$ cat config.mk
export PLATFORM = sky130hd
export DESIGN_NAME = control_salto_flat
export DESIGN_NICKNAME = d
export VERILOG_FILES = /design/src/rtl/pipeline_defs.sv /design/src/rtl/control_salto_if.sv /design/src/rtl/detector_riesgo_salto.sv /design/src/rtl/control_salto.sv /design/src/flat_wrapper.sv
export SDC_FILE = /design/constraint.sdc
export NUM_CORES = 1
export LEC_CHECK = 0
export BUFFER_PORTS_ARGS = -buffer_cell sky130_fd_sc_hd__buf_4
export CELL_PAD_IN_SITES_DETAIL_PLACEMENT = 0
export CELL_PAD_IN_SITES_GLOBAL_PLACEMENT = 1
export CORE_UTILIZATION = 36
export CTS_CLUSTER_SIZE = 25
export DETAILED_ROUTE_END_ITERATION = 8
export PLACE_DENSITY = 0.78
export REMOVE_ABC_BUFFERS = 1
export SLEW_MARGIN = 5
export SYNTH_ARGS = -nofsm -noshare
export SYNTH_HDL_FRONTEND = slang
export SYNTH_SLANG_ARGS = --single-unit
$ cat constraint.sdc
create_clock -name clk -period 2.5 [get_ports clk]
set_input_delay 0 -clock clk [delete_from_list [all_inputs] [get_ports clk]]
set_output_delay 0 -clock clk [all_outputs]
set_load 0.02 [all_outputs]
$ cat src/rtl/pipeline_defs.sv
// pipeline_defs: shared FSM encodings and constants for the ID-stage branch controller.
package pipeline_defs;
  typedef enum logic {RUN = 1'b0, ESPERA = 1'b1} state_t;
  localparam logic [31:0] PC_INC = 32'd4;
  localparam logic [4:0] REG_ZERO = 5'd0;
endpackage

$ cat src/rtl/control_salto_if.sv
// control_salto_if: ID/EX/MEM fields into the branch controller and its PC/flush/stall outputs.
// CONTADORES_SALTO_EN adds the three statistics counters.
interface control_salto_if;
  logic igual, id_valid, id_beq, id_bne, id_jump;
  logic [4:0] id_rs, id_rt, ex_rd, mem_rd;
  logic [15:0] id_imm;
  logic [25:0] id_jidx;
  logic [31:0] id_pc4, pc;
  logic ex_regwrite, ex_memread, mem_memread, ext_stall;
  logic stall, if_id_flush, salto_tomado;
`ifdef CONTADORES_SALTO_EN
  logic [31:0] num_saltos, num_tomados, ciclos_stall;
`endif
  modport master (
    output igual, id_valid, id_beq, id_bne, id_jump, id_rs, id_rt, id_imm, id_jidx, id_pc4,
    output ex_regwrite, ex_memread, ex_rd, mem_memread, mem_rd, ext_stall,
    input pc, stall, if_id_flush, salto_tomado
`ifdef CONTADORES_SALTO_EN
    , input num_saltos, num_tomados, ciclos_stall
`endif
  );
  modport slave (
    input igual, id_valid, id_beq, id_bne, id_jump, id_rs, id_rt, id_imm, id_jidx, id_pc4,
    input ex_regwrite, ex_memread, ex_rd, mem_memread, mem_rd, ext_stall,
    output pc, stall, if_id_flush, salto_tomado
`ifdef CONTADORES_SALTO_EN
    , output num_saltos, num_tomados, ciclos_stall
`endif
  );
endinterface

$ cat src/rtl/detector_riesgo_salto.sv
// detector_riesgo_salto: stall cycles a branch in ID needs before its operands are forwardable.
module detector_riesgo_salto
  import pipeline_defs::*;
(
  input  logic       br,
  input  logic [4:0] id_rs,
  input  logic [4:0] id_rt,
  input  logic       ex_regwrite,
  input  logic       ex_memread,
  input  logic [4:0] ex_rd,
  input  logic       mem_memread,
  input  logic [4:0] mem_rd,
  output logic       need1,
  output logic       need2,
  output logic       hazard
);
  function automatic logic match(input logic [4:0] r, input logic [4:0] a, input logic [4:0] b);
    return (r != REG_ZERO) && (r == a || r == b);
  endfunction
  assign need2 = br & ex_memread & match(ex_rd, id_rs, id_rt);
  assign need1 = br & !need2 & ((ex_regwrite & match(ex_rd, id_rs, id_rt)) |
                                (mem_memread & match(mem_rd, id_rs, id_rt)));
  assign hazard = need1 | need2;
endmodule

$ cat src/rtl/control_salto.sv
// control_salto: resolves beq/bne/j in ID, owns the fetch PC, flushes IF/ID on redirect.
// Defining CONTADORES_SALTO_EN adds num_saltos/num_tomados/ciclos_stall counters.
module control_salto
  import pipeline_defs::*;
#(
  parameter logic [31:0] PC_RESET = 32'h0000_0000,
  parameter int ANCHO = 32
) (
  input logic clk,
  input logic rst_n,
  control_salto_if.slave bus
);
  state_t st;
  logic [ANCHO-1:0] pc_q, br_tgt, j_tgt;
  logic br, need1, need2, hazard, stall, decide, tomado_br, tomado_j;
  detector_riesgo_salto det (
    .br(br), .id_rs(bus.id_rs), .id_rt(bus.id_rt),
    .ex_regwrite(bus.ex_regwrite), .ex_memread(bus.ex_memread), .ex_rd(bus.ex_rd),
    .mem_memread(bus.mem_memread), .mem_rd(bus.mem_rd),
    .need1(need1), .need2(need2), .hazard(hazard)
  );
  assign br = bus.id_valid & (bus.id_beq | bus.id_bne);
  assign stall = rst_n & (st == ESPERA | need1 | need2);
  assign decide = rst_n & (st == RUN) & !hazard & !bus.ext_stall;
  // beq wins over an illegal beq+bne decode
  assign tomado_br = decide & br & (bus.id_beq ? bus.igual : !bus.igual);
  assign tomado_j = decide & bus.id_valid & bus.id_jump;
  assign br_tgt = bus.id_pc4 + {{14{bus.id_imm[15]}}, bus.id_imm, 2'b00};
  assign j_tgt = {bus.id_pc4[31:28], bus.id_jidx, 2'b00};
  assign bus.pc = pc_q;
  assign bus.stall = stall;
  assign bus.salto_tomado = tomado_br | tomado_j;
  assign bus.if_id_flush = tomado_br | tomado_j;
  always_ff @(posedge clk)
    if (!rst_n) begin
      st <= RUN;
      pc_q <= PC_RESET;
    end else if (!bus.ext_stall) begin
      st <= (st == RUN && need2) ? ESPERA : RUN;
      pc_q <= stall ? pc_q : tomado_j ? j_tgt : tomado_br ? br_tgt : pc_q + PC_INC;
    end
`ifdef CONTADORES_SALTO_EN
  always_ff @(posedge clk)
    if (!rst_n) begin
      bus.num_saltos <= '0;
      bus.num_tomados <= '0;
      bus.ciclos_stall <= '0;
    end else begin
      if (decide & (br | tomado_j)) bus.num_saltos <= bus.num_saltos + 32'd1;
      if (tomado_br | tomado_j) bus.num_tomados <= bus.num_tomados + 32'd1;
      if (stall & !bus.ext_stall) bus.ciclos_stall <= bus.ciclos_stall + 32'd1;
    end
`endif
endmodule
$ cat src/flat_wrapper.sv
// flat-port wrapper written by rule: the top's interface ports become plain ports
module control_salto_flat import pipeline_defs::*;
#(
  parameter logic [31:0] PC_RESET = 32'h0000_0000,
  parameter int ANCHO = 32
)
  (clk, rst_n, bus_igual, bus_id_valid, bus_id_beq, bus_id_bne, bus_id_jump, bus_id_rs, bus_id_rt, bus_id_imm, bus_id_jidx, bus_id_pc4, bus_ex_regwrite, bus_ex_memread, bus_ex_rd, bus_mem_memread, bus_mem_rd, bus_ext_stall, bus_pc, bus_stall, bus_if_id_flush, bus_salto_tomado);
  control_salto_if bus_i ();
  input logic clk;
  input logic rst_n;
  input wire logic [$bits(bus_i.igual)-1:0] bus_igual;
  input wire logic [$bits(bus_i.id_valid)-1:0] bus_id_valid;
  input wire logic [$bits(bus_i.id_beq)-1:0] bus_id_beq;
  input wire logic [$bits(bus_i.id_bne)-1:0] bus_id_bne;
  input wire logic [$bits(bus_i.id_jump)-1:0] bus_id_jump;
  input wire logic [$bits(bus_i.id_rs)-1:0] bus_id_rs;
  input wire logic [$bits(bus_i.id_rt)-1:0] bus_id_rt;
  input wire logic [$bits(bus_i.id_imm)-1:0] bus_id_imm;
  input wire logic [$bits(bus_i.id_jidx)-1:0] bus_id_jidx;
  input wire logic [$bits(bus_i.id_pc4)-1:0] bus_id_pc4;
  input wire logic [$bits(bus_i.ex_regwrite)-1:0] bus_ex_regwrite;
  input wire logic [$bits(bus_i.ex_memread)-1:0] bus_ex_memread;
  input wire logic [$bits(bus_i.ex_rd)-1:0] bus_ex_rd;
  input wire logic [$bits(bus_i.mem_memread)-1:0] bus_mem_memread;
  input wire logic [$bits(bus_i.mem_rd)-1:0] bus_mem_rd;
  input wire logic [$bits(bus_i.ext_stall)-1:0] bus_ext_stall;
  output wire logic [$bits(bus_i.pc)-1:0] bus_pc;
  output wire logic [$bits(bus_i.stall)-1:0] bus_stall;
  output wire logic [$bits(bus_i.if_id_flush)-1:0] bus_if_id_flush;
  output wire logic [$bits(bus_i.salto_tomado)-1:0] bus_salto_tomado;
  assign bus_i.igual = bus_igual;
  assign bus_i.id_valid = bus_id_valid;
  assign bus_i.id_beq = bus_id_beq;
  assign bus_i.id_bne = bus_id_bne;
  assign bus_i.id_jump = bus_id_jump;
  assign bus_i.id_rs = bus_id_rs;
  assign bus_i.id_rt = bus_id_rt;
  assign bus_i.id_imm = bus_id_imm;
  assign bus_i.id_jidx = bus_id_jidx;
  assign bus_i.id_pc4 = bus_id_pc4;
  assign bus_i.ex_regwrite = bus_ex_regwrite;
  assign bus_i.ex_memread = bus_ex_memread;
  assign bus_i.ex_rd = bus_ex_rd;
  assign bus_i.mem_memread = bus_mem_memread;
  assign bus_i.mem_rd = bus_mem_rd;
  assign bus_i.ext_stall = bus_ext_stall;
  assign bus_pc = bus_i.pc;
  assign bus_stall = bus_i.stall;
  assign bus_if_id_flush = bus_i.if_id_flush;
  assign bus_salto_tomado = bus_i.salto_tomado;
  control_salto #(.PC_RESET(PC_RESET), .ANCHO(ANCHO)) u_core (.clk(clk), .rst_n(rst_n), .bus(bus_i));
endmodule
Word-level counts from Yosys, hierarchy flattened
Index checks and enable logic that the tools add are counted.

cells by class
  add/subtract/negate cells = 2
  eq/ne operators = 4
  muxes and demuxes = 4
  bitwise logic cells = 24
  reduce and logical (&&, ||, !) cells = 12

operator list
  operator                                       count
  2-to-1 mux 32 bit                              2
  adder 32 x 3 -> 32 bit, second input constant  1
  adder 32 bit                                   1
  equality test 5 bit                            4
  bitwise AND 1 bit                              15
  nonzero test 5 bit                             2
  bitwise OR 1 bit                               6
  zero test 1 bit                                4
  logical AND 1 bit                              3
  inverter 1 bit                                 3
  logical OR 1 bit                               2
  2-to-1 mux 1 bit                               2
  AND reduction 2 bit                            1

storage, ports and cells
  bits in registers = 33
  logic and storage cells = 48

Depth between registers and ports, before layout
  depth in word-level cells = 15
  depth in mapped cells = 11
  depth with buffers taken out = 11

Cells and area by module
From an unflattened synthesis, not the netlist that was laid out.

unflattened totals
  cells, all modules = 536
  area, all modules = 3992.6 sq um

modules (own cells, without submodules)
  module                 times used  cells each  area each (sq um)  sequential area each (sq um)
  control_salto          1           494         3698.5             660.6
  detector_riesgo_salto  1           42          294.0              0.0

Worst setup path after synthesis
OpenSTA, ideal clock, no wires.

  path kind = input -> register
  start = input port bus_id_pc4[2]
  end = register u_core.pc_q[22], in the netlist u_core.bus.pc[22]
  library setup time = 0.117 ns
  data arrival time = 2.149 ns
  required time = 2.383 ns
  path slack = 0.234 ns
  stages = 11
  path through = ha_1 -> inv_1 -> fa_1 -> or2b_1 -> a21oi_1 -> o211ai_1 -> a211oi_1 -> o211ai_1 -> a21boi_0 -> o21ai_0 -> a32o_1

on the way
  longest elaborated chain between the ends = 3

RTL lines
  element                          RTL line             RTL
  start, declared                  flat_wrapper.sv:20   input wire logic [$bits(bus_i.id_pc4)-1:0] bus_id_pc4;
  adder 32 bit                     control_salto.sv:28  assign br_tgt = bus.id_pc4 + {{14{bus.id_imm[15]}}, bus.id_imm, 2'b00};
  2-to-1 mux 32 bit (2 in series)  control_salto.sv:40  pc_q <= stall ? pc_q : tomado_j ? j_tgt : tomado_br ? br_tgt : pc_q + PC_INC;
  end signal, assigned             control_salto.sv:40
  end, declared                    control_salto.sv:14  logic [ANCHO-1:0] pc_q, br_tgt, j_tgt;

No other way between the ends.
A chain may end at the register's enable or synchronous reset.

Worst setup path in the final report
  start = input port bus_id_pc4[2]
  end = register u_core.pc_q[28], in the netlist u_core.bus.pc[28]

Same word-level chain as after synthesis.

==> impl_metrics.csv <==
group,metric,value,unit
power_and_ir_drop,comb_power_share,48.3,%
setup_path,crit_top_cell,"buf_4",
routing,drc,0,
setup_path,cp_data_arrival_time,2.55,ns
power_and_ir_drop,leakage,2.53,nW
setup_path,path_cells,"buf_4, ha_1, inv_1, fa_1, or2b_1, a21oi_1, buf_4, o211ai_1, a21oi_1, nor4_2, buf_4, o31a_1, a41o_1",
yosys,ys_ff_latch,33,
power_and_ir_drop,p_int,1.20,mW
job,maxCapViolCount,0,
floorplan,num_rows,38,
layout,nets,852,
yosys,syn_inst,536,
routing,finalWirelength,14600,microns
setup_path,rr_startpoint,"u_core.bus.pc[21]",
sta,fin_setup_tns,0,ns
routing,drt_pass1_iterations,5,
power_and_ir_drop,p_per_area,342,mW/mm^2
floorplan,dieArea,0.0117,sq mm
layout,stdcell_count,857,
floorplan,dieHeight,108,microns
cts,clk_latency,0.30,ns
cts,cts.sinks,33,
global_routing,antenna_found_initial,0,
routing,vias_per_cell,5.74,
cts,cts_tree,"yes",
hold_path,hold_path_end,"u_core.bus.pc[11]",
placed_design,gp_congestion,0.889,
cts,postCtsSetupRepairBufs,0,
floorplan,core-area,0.0109,sq mm
power_and_ir_drop,p_total,1.95,mW
layout,fin_util,52.3,%
global_routing,grt_pass1_wl,22800,microns
setup_path,crit_type,"in2reg",
layout,n_antenna_cell,0,
yosys,yosysWarnings,0,
setup_path,r2r_setup_slack,0.26,ns
routing,dr.first_iter.drc_count,297,
setup_path,end_kind,"register",
layout,fill_cells,1102,
sta,hold_ws,0.00342,ns
outcome,status,"finished, final reports clean",
global_routing,grt_pass1_vias,4697,
floorplan,start_util,37.2,%
hold_path,min_path_cells,3,
yosys,synth_flop_cell,"dfxtp_1",
yosys,mappedNetlistArea,0.00405,sq mm
setup_path,r2r_end,"u_core.bus.pc[28]",
global_routing,track_usage,24.9,%
power_and_ir_drop,switching_share,38.3,%
power_and_ir_drop,pwr-share-seq,30.2,%
setup_path,cpPeakStageDelay,0.40,ns
cts,clkTransAtPathRegs,0.08,ns
sta,slew_viol_final,0,
hold_path,hold_path_class,"in2reg",
power_and_ir_drop,ir_drop,0.207,mV
sta,period_share,94.1,%
cts,root_buffer,"clkbuf_8",
routing,ant_nets,0,
sta,worst_slew_pin_slew,0.636,ns
yosys,async_reset_ff_share,0,%
sta,setup_viol,0,
placed_design,dpl.hpwl,11600,microns
routing,vias,4922,
placed_design,io_buffers,139,
routing,wl_per_cell,17.0,microns
setup_path,cp-start-kind,"input port",
power_and_ir_drop,switchingPower,0.747,mW
yosys,ys_seq_area_share,16.3,%
layout,area_growth,40.5,%
setup_path,slowest_stage,"fa_1",
cts,htreeDepth,2,
floorplan,die_w,108,microns
sta,hold_violations,0,
sta,max_freq,425,MHz
setup_path,required,2.69,ns
sta,rsz0062_at_grt,"true",
hold_path,min_from,"bus_id_jidx[9]",
setup_path,reg2reg_depth,8,
global_routing,overflow,0,
cts,cts_buffers,5,
yosys,synth-edff-count,0,
setup_path,cp_max_fo,5,
layout,drive_above_1_share,31.1,%
floorplan,io_pins,140,
cts,clockBufferDepth,2,
yosys,syn_area_per_cell,7.56,sq um
global_routing,grt_max_degree,27,
sta,min_period,2.35,ns
yosys,ys_types,73,
sta,skew,0.00391,ns
sta,slew_headroom,56.5,%
placed_design,dp_cells,846,
power_and_ir_drop,power_frac_clock,21.5,%
==> repair_timing <==
| action | CTS | global route |
|---|---|---|
| endpoints found under the setup margin | 0 | 2 |
| hold buffers | 3 | 0 |
| gates resized for setup | 0 | 1 |
| hold endpoints to repair | 3 | 0 |
==> worst max-delay path by stage <==
stage | start | to | slack [ns] | depth (start not counted)
3_5_place_dp | bus_id_pc4[2] | u_core.bus.pc[22] | -0.14 | 13
6_report | bus_id_pc4[2] | u_core.bus.pc[28] | 0.15 | 13
4_1_cts | bus_id_pc4[2] | u_core.bus.pc[22] | 0.15 | 13
5_1_grt | bus_id_pc4[2] | u_core.bus.pc[28] | -0.03 | 13
2_1_floorplan | bus_ex_rd[3] | u_core.bus.pc[26] | -0.02 | 9
3_3_place_gp | bus_id_pc4[2] | u_core.bus.pc[28] | -0.07 | 13
==> cells by family (layout without fill, tap and decap cells) <==
family / count (synthesis) / after routing / synth area share, %
xor+xnor: 57 / 57 / 12.3
buf+inv: 44 / 225 / 4.79
compound gates: 197 / 197 / 34.4
fa+ha+maj: 31 / 31 / 9.76
simple gates: 174 / 174 / 22.4
flops: 33 / 33 / 16.3
==> per-layer routing <==
metal | part of all wire [%] | GRT usage, % | wire, microns
met1 | 45 | 32.5 | 6580
met2 | 46 | 42.4 | 6720
met3 | 6.9 | 3.25 | 1010
met4 | 2.0 | 7.24 | 294
met5 | 0 | 0 | 0
==> synthesized netlist by cell type, drive strengths merged (14+ instances only) <==
cell type	count	area share, %
a21oi	47	5.8
dfxtp	33	16
ha	30	9.3
inv	19	1.8
nand2	38	3.5
nand3	14	1.7
nand4	18	2.8
nor2	43	4.0
nor3	21	3.1
o21ai	34	4.3
xnor2	22	4.8
xor2	35	7.6
==> critical path: cells and delay by family <==
| kind | cells | cell delay (ns) |
|---|---|---|
| fa+ha+maj | 2 | 0.56 |
| simple gates | 2 | 0.35 |
| compound gates | 5 | 1.21 |
| buf+inv | 4 | 0.43 |
==> stage by stage <==
stage,setup slack (ns),instance area [sq um]
floorplan,-0.0180,3940
global route,-0.0258,5690
CTS,0.151,5690
finish,0.146,5690
global placement,-0.0655,5580
detailed placement,-0.142,5580
==> placed cells by master, fill, tap and decap left out, drive strengths merged, types with 3 or more instances in the layout <==
cell type,synthesis,final
dfxtp,33,33
dlygate4sd3,0,3
nand2,38,38
o211a,4,4
a221oi,13,13
a32oi,3,3
nand3,14,14
a211o,6,6
a21boi,4,4
a21oi,47,47
xor2,35,35
and4,3,3
ha,30,30
o22ai,9,9
o21a,7,7
a21o,10,10
or4,4,4
clkbuf,13,6
o221ai,4,4
o21ai,34,34
a31oi,5,5
or3,9,9
nor2,43,43
and2,3,3
buf,10,193
clkinv,2,4
o211ai,10,10
nor3,21,21
nand4,18,18
nor4,5,5
a211oi,9,9
a22oi,4,4
inv,19,19
xnor2,22,22
nand2b,3,3
a2111oi,3,3
or2,4,4
o31a,3,3
==> registers in the layout, summed over array words and instances, names as in the netlist <==
name           flops
u_core.st          1
u_core.bus.pc     32
==> final cells by class <==
cell class	instances	area (sq um)	area share, %
inverters	21	80.1	1.41
well taps	140	175	3.08
clock buffers	6	72.6	1.27
clock inverters	2	10.0	0.176
repair buffers	196	1490	26.2
multi-input cells	459	3200	56.3
flip-flops and latches	33	661	11.6
==> power by group through the flow <==
stage          logic [mW]  registers, mW  clock network [mW]
2_1_floorplan       0.468          0.629                   0
3_3_place_gp        0.918          0.600                   0
3_5_place_dp        0.924          0.600                   0
4_1_cts             0.934          0.588               0.423
5_1_grt              1.03          0.593               0.445
6_report            0.940          0.589               0.419
Power figures use the tool's default switching activity.
